===== src/rtl/nand_bus_sequencer.sv =====
// NAND flash bus-cycle sequencer: turns CMD/ADDR/WRITE/READ/WAIT_RB/CE_OFF micro-ops
// into registered ale/cle/nce/nwe/nre/data pin activity with cycle-count timing.
module nand_bus_sequencer #(
  parameter int unsigned DATA_W = 16,
  parameter int unsigned T_WP   = 2,
  parameter int unsigned T_WH   = 2,
  parameter int unsigned T_RP   = 2,
  parameter int unsigned T_REH  = 2,
  parameter int unsigned T_WB   = 8,
  parameter int unsigned TO_W   = 24
) (
  input  logic              clk,
  input  logic              reset_n,
  input  logic              op_valid,
  output logic              op_ready,
  input  logic [2:0]        op_code,
  input  logic [DATA_W-1:0] op_data,
  output logic              rd_valid,
  output logic [DATA_W-1:0] rd_data,
  output logic              busy,
  output logic              timeout,
  input  logic              wp_enable,
  output logic              nand_ale,
  output logic              nand_cle,
  output logic              nand_nce,
  output logic              nand_nre,
  output logic              nand_nwe,
  output logic              nand_nwp,
  output logic [DATA_W-1:0] nand_data_out,
  output logic              nand_data_oe,
  input  logic [DATA_W-1:0] nand_data_in,
  input  logic              nand_rnb
);

  function automatic int unsigned max2(input int unsigned a, input int unsigned b);
    return (a > b) ? a : b;
  endfunction

  localparam int unsigned T_MAX = max2(max2(max2(T_WP, T_WH), max2(T_RP, T_REH)), T_WB);
  localparam int unsigned CW    = $clog2(T_MAX) + 1;

  typedef enum logic [2:0] {
    IDLE, SETUP, STROBE_LO, STROBE_HI, WB_WAIT, RB_POLL, CE_REL
  } state_t;

  typedef enum logic [2:0] {
    OP_CMD     = 3'd0,
    OP_ADDR    = 3'd1,
    OP_WRITE   = 3'd2,
    OP_READ    = 3'd3,
    OP_WAIT_RB = 3'd4,
    OP_CE_OFF  = 3'd5,
    OP_NOP6    = 3'd6,
    OP_NOP7    = 3'd7
  } op_t;

  state_t            state, state_nx;
  op_t               op_q, op_nx, op_in;
  logic [CW-1:0]     cnt, cnt_nx;
  logic [TO_W-1:0]   to_cnt, to_cnt_nx, to_inc;
  logic              rnb_s1, rnb_s2;

  logic              cle_nx, ale_nx, nce_nx, nre_nx, nwe_nx, oe_nx;
  logic [DATA_W-1:0] data_out_nx, rd_data_nx;
  logic              rd_valid_nx, timeout_nx;

  assign op_in    = op_t'(op_code);
  assign op_ready = (state == IDLE);
  assign busy     = (state != IDLE);
  assign to_inc   = to_cnt + TO_W'(1);

  always_comb begin
    state_nx    = state;
    op_nx       = op_q;
    cnt_nx      = cnt;
    to_cnt_nx   = to_cnt;
    cle_nx      = nand_cle;
    ale_nx      = nand_ale;
    nce_nx      = nand_nce;
    nre_nx      = nand_nre;
    nwe_nx      = nand_nwe;
    oe_nx       = nand_data_oe;
    data_out_nx = nand_data_out;
    rd_valid_nx = 1'b0;
    rd_data_nx  = rd_data;
    timeout_nx  = timeout;

    case (state)
      IDLE: begin
        if (op_valid) begin
          op_nx      = op_in;
          timeout_nx = 1'b0;
          case (op_in)
            OP_CMD, OP_ADDR, OP_WRITE: begin
              state_nx    = SETUP;
              nce_nx      = 1'b0;
              oe_nx       = 1'b1;
              cle_nx      = (op_in == OP_CMD);
              ale_nx      = (op_in == OP_ADDR);
              data_out_nx = (op_in == OP_WRITE) ? op_data : DATA_W'(op_data[7:0]);
            end
            OP_READ: begin
              state_nx = SETUP;
              nce_nx   = 1'b0;
              oe_nx    = 1'b0;
            end
            OP_WAIT_RB: begin
              state_nx = WB_WAIT;
              nce_nx   = 1'b0;
              cnt_nx   = CW'(T_WB - 1);
            end
            OP_CE_OFF: begin
              state_nx = CE_REL;
              nce_nx   = 1'b1;
            end
            default: state_nx = CE_REL;
          endcase
        end
      end

      SETUP: begin
        state_nx = STROBE_LO;
        if (op_q == OP_READ) begin
          nre_nx = 1'b0;
          cnt_nx = CW'(T_RP - 1);
        end else begin
          nwe_nx = 1'b0;
          cnt_nx = CW'(T_WP - 1);
        end
      end

      // Read data is captured on the edge that ends the last nRE-low cycle.
      STROBE_LO: begin
        if (cnt == '0) begin
          state_nx = STROBE_HI;
          if (op_q == OP_READ) begin
            nre_nx      = 1'b1;
            rd_valid_nx = 1'b1;
            rd_data_nx  = nand_data_in;
            cnt_nx      = CW'(T_REH - 1);
          end else begin
            nwe_nx = 1'b1;
            cnt_nx = CW'(T_WH - 1);
          end
        end else begin
          cnt_nx = cnt - CW'(1);
        end
      end

      STROBE_HI: begin
        if (cnt == '0) begin
          state_nx    = IDLE;
          cle_nx      = 1'b0;
          ale_nx      = 1'b0;
          oe_nx       = 1'b0;
          data_out_nx = '0;
        end else begin
          cnt_nx = cnt - CW'(1);
        end
      end

      WB_WAIT: begin
        if (cnt == '0) begin
          state_nx  = RB_POLL;
          to_cnt_nx = '0;
        end else begin
          cnt_nx = cnt - CW'(1);
        end
      end

      RB_POLL: begin
        if (rnb_s2) begin
          state_nx = IDLE;
        end else begin
          to_cnt_nx = to_inc;
          if (to_inc == '1) begin
            timeout_nx = 1'b1;
            state_nx   = IDLE;
          end
        end
      end

      CE_REL:  state_nx = IDLE;
      default: state_nx = IDLE;
    endcase
  end

  always_ff @(posedge clk or negedge reset_n) begin
    if (!reset_n) begin
      state         <= IDLE;
      op_q          <= OP_NOP7;
      cnt           <= '0;
      to_cnt        <= '0;
      rnb_s1        <= 1'b0;
      rnb_s2        <= 1'b0;
      nand_cle      <= 1'b0;
      nand_ale      <= 1'b0;
      nand_nce      <= 1'b1;
      nand_nre      <= 1'b1;
      nand_nwe      <= 1'b1;
      nand_nwp      <= 1'b0;
      nand_data_oe  <= 1'b0;
      nand_data_out <= '0;
      rd_valid      <= 1'b0;
      rd_data       <= '0;
      timeout       <= 1'b0;
    end else begin
      state         <= state_nx;
      op_q          <= op_nx;
      cnt           <= cnt_nx;
      to_cnt        <= to_cnt_nx;
      rnb_s1        <= nand_rnb;
      rnb_s2        <= rnb_s1;
      nand_cle      <= cle_nx;
      nand_ale      <= ale_nx;
      nand_nce      <= nce_nx;
      nand_nre      <= nre_nx;
      nand_nwe      <= nwe_nx;
      nand_nwp      <= ~wp_enable;
      nand_data_oe  <= oe_nx;
      nand_data_out <= data_out_nx;
      rd_valid      <= rd_valid_nx;
      rd_data       <= rd_data_nx;
      timeout       <= timeout_nx;
    end
  end

endmodule


===== config.mk =====
export PLATFORM = sky130hd
export DESIGN_NAME = nand_bus_sequencer
export DESIGN_NICKNAME = d
export VERILOG_FILES = /design/src/rtl/nand_bus_sequencer.sv
export SDC_FILE = /design/constraint.sdc
export NUM_CORES = 1
export LEC_CHECK = 0
export CORE_MARGIN = 1
export CORE_UTILIZATION = 35
export DETAILED_ROUTE_END_ITERATION = 8
export MAX_ROUTING_LAYER = met4
export PLACE_DENSITY = 0.62
export RECOVER_POWER = 100
export SLEW_MARGIN = 15
export SYNTH_ARGS = -nofsm -noshare
export SYNTH_HDL_FRONTEND = slang
export SYNTH_SLANG_ARGS = --single-unit

===== constraint.sdc =====
create_clock -name clk -period 2.8 [get_ports clk]
set_input_delay 0.42 -clock clk [delete_from_list [all_inputs] [get_ports clk]]
set_output_delay 0.42 -clock clk [all_outputs]
set_load 0.02 [all_outputs]

==> impl_results.md <==
- DR pass1 iterations: 5
- Post-synth top flop: dfrtp_1
- Post-CTS setup buffer count: 0
- Rel. slew slack: -29.1%
- Clk buf depth: 2
- Hold-fix buffers, CTS: 0
- Die width: 107 um
- Clk Tree Root Cell: clkbuf_8
- Comb pwr share: 34.6%
- Placer congestion estimate: 0.901
- RSZ-0062 raised after global routing: false
- Die area: 0.0115 mm2
- Routed wire length: 9630 um
- Final Cycle Share: 93.9%
- Sequential share of power: 41.8%
- Failing checks: capacitance limit, slew limit
- Ys Warns: 0
- Vias in the first global route: 3223
- Area of the multi-input gates: 0.00177 mm2
- Post-synthesis sequential area ratio: 50.0%
- Top-Level Pins: 83
- TritonCTS buffer count: 9
- Clock network fraction of total power: 23.5%
- Routed vias: 3326
- Mean Syn Cell Area: 9.82 um2
- DP HPWL: 6640 um
- Initial core utilization: 35.8%
- DRC: 0
- Gr busiest metal: met2
- Net Sw Frac: 35.0%
- Req. time, crit path: 2.38 ns
- Peak Freq: 380 MHz
- Clock skew: 0.0115 ns
- Htree depth: 3
- Setup TNS Final: 0 ns
- FILL cells: 1005
- Maximum fanout along the worst path: 14
- Final Core Density: 46.6%
- Syn Inst Count: 394
- Final #Nets: 520
- Met2 Use GR: 27.8%
- Antenna viol nets, final: 0
- Port Buffer Count: 82
- Antenna cells: 0
- M3 GR Usage: 3.65%
- Setup violators final: 0
- Setup crit end kind: output port
- # clock sinks: 77
- Status: finished with violations
- Clock latency on the worst-skew pair: 0.36 ns
- Tot Pwr: 0.00376 W
- Leak pwr: 2.19 nW
- Slew Viols, Final: 78
- Critical path launch point type: flip-flop
- Syn Nets: 438
- Int Pwr: 0.00244 W
- WL/cell: 15.5 um
- NetSw: 0.00132 W
- CTS tree: yes
- GRT overflow: 0
- Worst EP arrival: 2.21 ns
- Pin count of the biggest net entering global routing: 78
- Max-cap viol count: 1
- Area delta synth->final: 30.1%
- Via density: 5.36
- Global-route wire length before repair: 16100 um
- Hold WC Path Type: flip-flop to flip-flop
- Placement Cell Area: 0.00484 mm2
- WS Path Type: flip-flop to output port
- Die Height: 107 um
- Tot GR Track Use: 18.6%
- Register Area: 0.00193 mm2
- Minimum clock period: 2.63 ns
- # rows: 38
- Post-synthesis async set-or-reset flop share: 100%
- Clock-pin slew on the worst setup and hold paths: 0.09 ns
- Register bit total from synthesis: 77
- Place WS: 0.247 ns
- Initial antenna violation count: 0
- PnR worst setup slack: 0.172 ns
- Proportion of layout cells with a drive suffix above 1: 12.3%
- Fin. Hold Viols: 0
- Slew @ Worst Pin: 1.94 ns
- Max VDD drop: 0.405 mV
- Violation count after the first detailed-route iteration: 157
- Core Area: 0.0108 mm2
- Pwr Density: 746 mW/mm2
- Fin area: 0.00503 mm2
- M1 GR Usage: 24.9%
- Yosys cell types: 59
- Post-synth EDFFs: 0
- Area of the mapped netlist: 0.00387 mm2
## flip-flops by register name, indices dropped and copies added (netlist names), 3 cells and up
register and count:
to_cnt 24, nand_data_out 16, rd_data 16, cnt 4, op_q 3, state 3
## through the flow
stage | instances | hold slack [ns]
finish | 621 | 0.364
global route | 621 | 0.371
CTS | 621 | 0.249
detailed placement | 605 | 0.338
global placement | 605 | 0.334
floorplan | 394 | 0.124
## synth_stat cells (all sizes together), types with 4 or more instances
| master | instances | area, um2 |
|---|---|---|
| dfrtp | 71 | 1780 |
| o21ai | 55 | 275 |
| nand2 | 45 | 169 |
| nor2 | 23 | 86.3 |
| mux2 | 17 | 191 |
| a21oi | 14 | 70.1 |
| clkbuf | 14 | 52.6 |
| nand3 | 14 | 75.1 |
| nand4 | 13 | 96.3 |
| a22o | 12 | 105 |
| inv | 12 | 45.0 |
| buf | 10 | 62.6 |
| a31oi | 8 | 50.1 |
| o31ai | 7 | 52.6 |
| dfstp | 6 | 158 |
| and4 | 5 | 43.8 |
| nor3 | 5 | 30.0 |
| nor4 | 5 | 46.3 |
| o41ai | 5 | 43.8 |
| ha | 4 | 50.1 |
| nor2b | 4 | 25.0 |
| or3 | 4 | 25.0 |
## path summary, 6_finish.rpt
| path | slack [ns] | cells past startpoint | end | startpoint |
|---|---|---|---|---|
| max | 0.17 | 3 | op_ready | state[1] |
| min | 0.36 | 0 | rnb_s2 | rnb_s1 |
| max reg2reg | 0.25 | 8 | rd_data[9] | cnt[0] |
| min reg2reg | 0.36 | 0 | rnb_s2 | rnb_s1 |
| max in group asynchronous | 1.07 | 1 | rd_valid | reset_n |
| min in group asynchronous | 0.61 | 1 | to_cnt[16] | reset_n |
## cell type report
class / count / share of cell area, %
inverter: 12 / 0.895
sequential: 77 / 38.4
multi-input combinational: 281 / 35.1
clock inverter: 5 / 1.17
tap: 140 / 3.48
clock buffer: 11 / 3.01
timing repair buffer: 95 / 18.0
## routing by layer
layer	wire length (um)	vias up
li1	-	1616
met5	0	-
met1	4550	1622
met3	392	12
met4	176	0
met2	4510	76
## worst max-delay path, stage by stage, from the launching register on
cell and delay [ns]:
dfrtp_1 0.53, or3_1 0.51, inv_1 0.17, clkdlybuf4s50_1 0.64
## cells in the final DEF (no fill, tap or decap), drive strengths merged, types with 6 or more instances in the layout
master,instances
clkdlybuf4s50,37
nand4,13
dfrtp,71
dlygate4sd3,44
a22o,12
buf,10
o21ai,55
nand3,14
nand2,45
inv,12
clkbuf,15
mux2,17
a21oi,14
a31oi,8
nor2,23
dfstp,6
o31ai,7
## kinds of logic (layout without fill, tap and decap cells)
group | count (synthesis) | in the layout | synth area share, %
buffers and inverters | 36 | 123 | 4.14
AO/OA/AOI/OAI | 123 | 123 | 20.2
XOR/XNOR | 5 | 5 | 1.13
adder cells (fa/ha/maj) | 4 | 4 | 1.29
flip-flops | 77 | 77 | 50.0
AND/OR/NAND/NOR | 132 | 132 | 18.2
multiplexers | 17 | 17 | 4.95
## power by group through the flow
stage          combinational (W)  sequential, W  clock (W)
2_1_floorplan           0.000573        0.00178          0
3_3_place_gp             0.00136        0.00159          0
3_5_place_dp             0.00139        0.00160          0
4_1_cts                  0.00140        0.00158   0.000914
5_1_grt                  0.00142        0.00161   0.000958
6_report                 0.00130        0.00157   0.000884
## what timing repair did
item,4_1_cts,5_1_grt
endpoints found under the hold margin,0,0
endpoints found under the setup margin,0,1
gates resized for setup,0,1
Power figures use the tool's default switching activity.
